===== src/rtl/cory_tap2s_pkg.sv =====
// rtl/cory_tap2s_pkg.sv - shared state encoding for the tap-to-serial converter
package cory_tap2s_pkg;

  typedef enum logic [1:0] {
    ST_IDLE  = 2'd0,
    ST_LOAD  = 2'd1,
    ST_SHIFT = 2'd2
  } state_e;

endpackage


===== src/rtl/cory_tap2s_shift.sv =====
// rtl/cory_tap2s_shift.sv - window load/shift register with sample index counter
module cory_tap2s_shift #(
  parameter int N = 8,
  parameter int T = 12,
  parameter int P = 4,
  parameter int W = N * T
) (
  input  logic         clk,
  input  logic         reset_n,
  input  logic         load,
  input  logic         shift,
  input  logic [W-1:0] data,
  output logic [N-1:0] sample,
  output logic [P-1:0] idx,
  output logic         wlast
);

  localparam logic [P-1:0] LAST_IDX = P'(T - 1);

  logic [W-1:0] sreg_q, sreg_d;
  logic [P-1:0] idx_q, idx_d;

  // Load wins over shift so a reload on the final sample restarts at index 0.
  always_comb begin
    sreg_d = sreg_q;
    idx_d  = idx_q;
    if (load) begin
      sreg_d = data;
      idx_d  = '0;
    end else if (shift) begin
      sreg_d = sreg_q >> N;
      idx_d  = idx_q + 1'b1;
    end
  end

  always_ff @(posedge clk or negedge reset_n) begin
    if (!reset_n) begin
      sreg_q <= '0;
      idx_q  <= '0;
    end else begin
      sreg_q <= sreg_d;
      idx_q  <= idx_d;
    end
  end

  assign sample = sreg_q[N-1:0];
  assign idx    = idx_q;
  assign wlast  = (idx_q == LAST_IDX);

endmodule


===== src/rtl/cory_tap2s.sv =====
// rtl/cory_tap2s.sv - tap window to sample-serial converter under per-line commands
module cory_tap2s
  import cory_tap2s_pkg::*;
#(
  parameter int N = 8,
  parameter int T = 12,
  parameter int R = 11,
  parameter int W = N * T,
  parameter int P = 4
) (
  input  logic         clk,
  input  logic         reset_n,
  input  logic         i_cmd_v,
  input  logic [R-1:0] i_cmd_cnt,
  output logic         o_cmd_r,
  input  logic         i_a_v,
  input  logic [W-1:0] i_a_d,
  output logic         o_a_r,
  output logic         o_z_v,
  output logic [N-1:0] o_z_d,
  output logic [P-1:0] o_z_idx,
  output logic         o_z_wlast,
  output logic         o_z_last,
  input  logic         i_z_r
);

  state_e       state_q, state_d;
  logic [R-1:0] rem_q, rem_d;

  logic         in_shift;
  logic         sh_wlast;
  logic         wend;
  logic         rem_zero;
  logic         z_fire;
  logic         a_fire;
  logic         cmd_fire;
  logic         sh_shift;

  assign in_shift = (state_q == ST_SHIFT);
  assign rem_zero = (rem_q == '0);
  assign wend     = in_shift & sh_wlast;
  assign z_fire   = in_shift & i_z_r;

  // Ready on the final sample lets the next window or command land with no bubble.
  assign o_a_r    = (state_q == ST_LOAD) | (wend & i_z_r & ~rem_zero);
  assign o_cmd_r  = (state_q == ST_IDLE) | (wend & i_z_r & rem_zero);

  assign a_fire   = i_a_v & o_a_r;
  assign cmd_fire = i_cmd_v & o_cmd_r;
  assign sh_shift = z_fire & ~sh_wlast;

  cory_tap2s_shift #(
    .N(N),
    .T(T),
    .P(P),
    .W(W)
  ) u_shift (
    .clk    (clk),
    .reset_n(reset_n),
    .load   (a_fire),
    .shift  (sh_shift),
    .data   (i_a_d),
    .sample (o_z_d),
    .idx    (o_z_idx),
    .wlast  (sh_wlast)
  );

  always_comb begin
    state_d = state_q;
    rem_d   = rem_q;
    case (state_q)
      ST_IDLE: begin
        if (cmd_fire) begin
          state_d = ST_LOAD;
          rem_d   = i_cmd_cnt;
        end
      end
      ST_LOAD: begin
        if (a_fire) state_d = ST_SHIFT;
      end
      ST_SHIFT: begin
        if (z_fire && sh_wlast) begin
          if (!rem_zero) begin
            state_d = a_fire ? ST_SHIFT : ST_LOAD;
          end else if (cmd_fire) begin
            state_d = ST_LOAD;
            rem_d   = i_cmd_cnt;
          end else begin
            state_d = ST_IDLE;
          end
        end
      end
      default: state_d = ST_IDLE;
    endcase
    // rem counts windows still to be loaded; it saturates at zero.
    if (a_fire && !rem_zero) rem_d = rem_q - 1'b1;
  end

  always_ff @(posedge clk or negedge reset_n) begin
    if (!reset_n) begin
      state_q <= ST_IDLE;
      rem_q   <= '0;
    end else begin
      state_q <= state_d;
      rem_q   <= rem_d;
    end
  end

  assign o_z_v     = in_shift;
  assign o_z_wlast = wend;
  assign o_z_last  = wend & rem_zero;

endmodule

===== config.mk =====
export PLATFORM = sky130hd
export DESIGN_NAME = cory_tap2s
export DESIGN_NICKNAME = d
export VERILOG_FILES = /design/src/rtl/cory_tap2s_pkg.sv /design/src/rtl/cory_tap2s_shift.sv /design/src/rtl/cory_tap2s.sv
export SDC_FILE = /design/constraint.sdc
export NUM_CORES = 1
export LEC_CHECK = 0
export ABC_AREA = 1
export CELL_PAD_IN_SITES_DETAIL_PLACEMENT = 0
export CELL_PAD_IN_SITES_GLOBAL_PLACEMENT = 1
export CORE_ASPECT_RATIO = 0.6
export CORE_MARGIN = 1.5
export CORE_UTILIZATION = 41
export CTS_BUF_LIST = sky130_fd_sc_hd__clkbuf_8
export CTS_CLUSTER_DIAMETER = 50
export DETAILED_ROUTE_END_ITERATION = 8
export PLACE_DENSITY_LB_ADDON = 0.1
export SETUP_SLACK_MARGIN = 0.4
export SKIP_LAST_GASP = 1
export SLEW_MARGIN = 20
export SYNTH_ARGS = -nofsm -noshare
export SYNTH_HDL_FRONTEND = slang
export SYNTH_SLANG_ARGS = --single-unit

===== constraint.sdc =====
create_clock -name clk -period 3.7 [get_ports clk]
set_input_delay 0.74 -clock clk [delete_from_list [all_inputs] [get_ports clk]]
set_output_delay 0.74 -clock clk [all_outputs]
set_load 0.02 [all_outputs]

==> results.md <==
- Status: finished clean
- Comb power frac: between 40% and 50%
- Min-Delay Path Class: in2async
- YS warnings: 0
- P_leak: 3.93 nW
- Placed cell areas: ~7500 um^2
- FP Rows: 34
- Initial DRC count: 317
- Final TNS setup: 0 ps
- Antenna Nets Post-Route: 0
- CTS resizes: 0
- Post-place setup slack: approximately 460 ps
- CTS Buffer Depth: 2
- WL per Instance: ~14 um
- Distinct cells, synth: 35
- Internal Power: 3.87 mW
- Leading area contributor after synthesis: dfrtp_1
- Setup ws final: ~600 ps
- Critical path's slowest cell: clkdlybuf4s50_1
- Clk network pwr share: a little over a fifth
- Setup bufs post-CTS: 0
- Synth Instances: ~750
- Tcrit/Tclk final: 83.9%
- DIE WIDTH: 163 um
- Worst vdd ir: between 0.2 and 0.3 mV
- First-pass iteration count of the detailed router: 4
- Global Route Usage Sum: about a fifth
- Mapped Nets: roughly 870
- Vias per cell: approximately 4.8
- Met3 WL: about 800 um
- Die height: about 99 um
- Largest stage delay on the critical path: about 640 ps
- M1 WL: 7570 um
- Net switching power figure: 2.50 mW
- CP Data Required Time: 2960 ps
- DR top layer: met4
- Hold-fix buffers at CTS: 0
- Final Critical Period: 3100 ps
- Ys flop type: dfrtp_1
- Crit path kind: reg2out
- Crit-path cells: inv_1 -> ha_1 -> nand2_2 -> nor2_4 -> nand2_2 -> nor3_1 -> clkdlybuf4s50_1
- Most frequent CP cell: nand2_2
- I/O Buffers: ~130
- Critical Path Sink Type: output port
- Grt ovf: 0
- Synth-to-Final Area Change: 26.9%
- Max transition margin: a little under two fifths
- HPWL Detailed: between 9000 and 10000 um
- Routability cong.: between 0.7 and 0.8
- Remaining DRCs: 0
- Fillers: approximately 1400
- Core Region: roughly 15000 um^2
- Largest net degree at the start of global routing: 100
- Reg2Reg Depth: 9
- Post-synthesis cell area: around 6300 um^2
- Initial antenna violation count: 2
- Share of post-route cells with drive strength above 1: roughly 24%
- Fmax: ~320 MHz
- Number of global-route vias before repair: ~5000
- Setup crit start kind: register
- Via count: about 5000
- Area contributors post-synth: dfrtp_1 45%, nand2_1 14%, nand3_2 9.7%
- CTS H-tree depth: 4
- First-pass GRT wire length: between 20000 and 25000 um
- Ys async rst share: 100%
- Die area: ~16000 um^2
- Reg2reg start: u_shift.idx[0]
- Sequential cell area fraction in the yosys report: ~45%
- Peak fanout along the critical path: 5
- Post-Route WL: roughly 15000 um
- Synthesized area per cell: ~8.4 um^2
- Clock Latency Late Sink: between 400 and 500 ps
- Num CTS Buffers: 17
- Final hold violation count: 0
- CTS Sinks: ~110
- Tightest Pin Transition: approximately 950 ps
- Wire length on met2: roughly 6500 um
- Max Slew Vio Count: 0
- EDFF count, synth: 0
- RSZ-0062 raised after global routing: false
- CTS tree: built
- Switching Share: ~40%
- Design area: about 8000 um^2
- Final setup violation count: 0
- Crit path arrival time: roughly 2400 ps
- Nets@finish: 970
- R2R Path End: rem_q[3]
- Worst-path clk slew: 80 ps
- Commonest non-fill, non-tap cell in the layout: nand2_1
- Synth top area share: between 40% and 50%
- Flops & latches, synth: 113
- Max Cap Viol: 0
- Most frequent cells in the layout: 239 x nand2_1, 125 x clkdlybuf4s50_1, 113 x dfrtp_1
- Final Skew: 12.7 ps
- Power Density: 796 nW/um^2
- Initial Utilization: a little over two fifths
- Sequential group share of total power: 35.2%
- I/O pins: ~130
- R2R setup slack: around 1100 ps
- Root buf cell: clkbuf_8
critical path: cells and delay by family, from the launching register on:
kind                     cells  cell delay [ps]
adder cells (fa/ha/maj)      1              250
buffers and inverters        2              770
flip-flops                   1              380
AND/OR/NAND/NOR              4              530
how the worst max path moves through the flow:
stage | startpoint | endpoint | slack [ps] | cells past startpoint
detailed placement | i_z_r | o_cmd_r | 460 | 6
CTS | i_z_r | o_cmd_r | 460 | 6
global route | rem_q[0] | o_z_last | 460 | 7
floorplan | rem_q[0] | o_z_last | 1520 | 6
finish | rem_q[0] | o_z_last | 600 | 7
global placement | i_z_r | o_a_r | 480 | 6
metal layers:
| metal | GRT usage (%) | vias to the layer above |
|---|---|---|
| li1 | - | 2584 |
| met1 | 28.5 | 2397 |
| met2 | 29.2 | 111 |
| met3 | 4.88 | 9 |
| met4 | 5.08 | 0 |
| met5 | 0 | - |
flip-flops by register name, summed over array words and instances (netlist names):
register,flops
state_q,2
rem_q,11
u_shift.idx,4
u_shift.sreg_q,96
per-stage QoR:
step	total power [mW]	util [%]	cells	hold WS, ps
after floorplan	4.51	-	753	444
after global placement	4.98	51.1	1035	479
after detailed placement	5.07	51.1	1035	485
after CTS	6.45	54.2	1067	467
after global routing	6.93	54.2	1067	490
final	6.37	54.3	1069	417
kinds of logic (layout without fill, tap and decap cells):
kind of cell    after synthesis  count (layout)  synth area share [%]
simple gates                396             396                  31.5
buf+inv                     146             262                  12.0
flops                       113             113                  44.8
compound gates               90              90                  10.4
xor+xnor                      6               6                 0.832
fa+ha+maj                     2               2                 0.396
other cells                   0               2                     0
cell usage after synthesis (6+ instances only):
cell type	number
buf_12	6
o21ai_0	18
nand3_1	60
o21ai_1	15
nor2_1	22
buf_2	14
inv_2	51
nand3_2	61
o21ai_2	49
nand2_1	239
inv_1	44
clkbuf_1	10
dfrtp_1	113
buf_4	13
power by group through the flow:
stage          logic (mW)  clock network [mW]  registers, mW
6_report             2.77                1.35           2.24
5_1_grt              3.16                1.45           2.33
4_1_cts              2.82                1.38           2.24
3_5_place_dp         2.81                   0           2.26
3_3_place_gp         2.74                   0           2.24
2_1_floorplan        2.35                   0           2.16
layout make-up:
cell class	count	area (um^2)	share of cell area, %
repair buffers	135	1370	17.1
clock buffers	18	248	3.09
flip-flops and latches	113	2830	35.3
well taps	198	248	3.09
inverters	95	357	4.45
diodes	2	5.00	0.0625
multi-input cells	494	2740	34.2
clock inverters	14	213	2.65
Note: power is estimated with default switching activity, not from simulation.
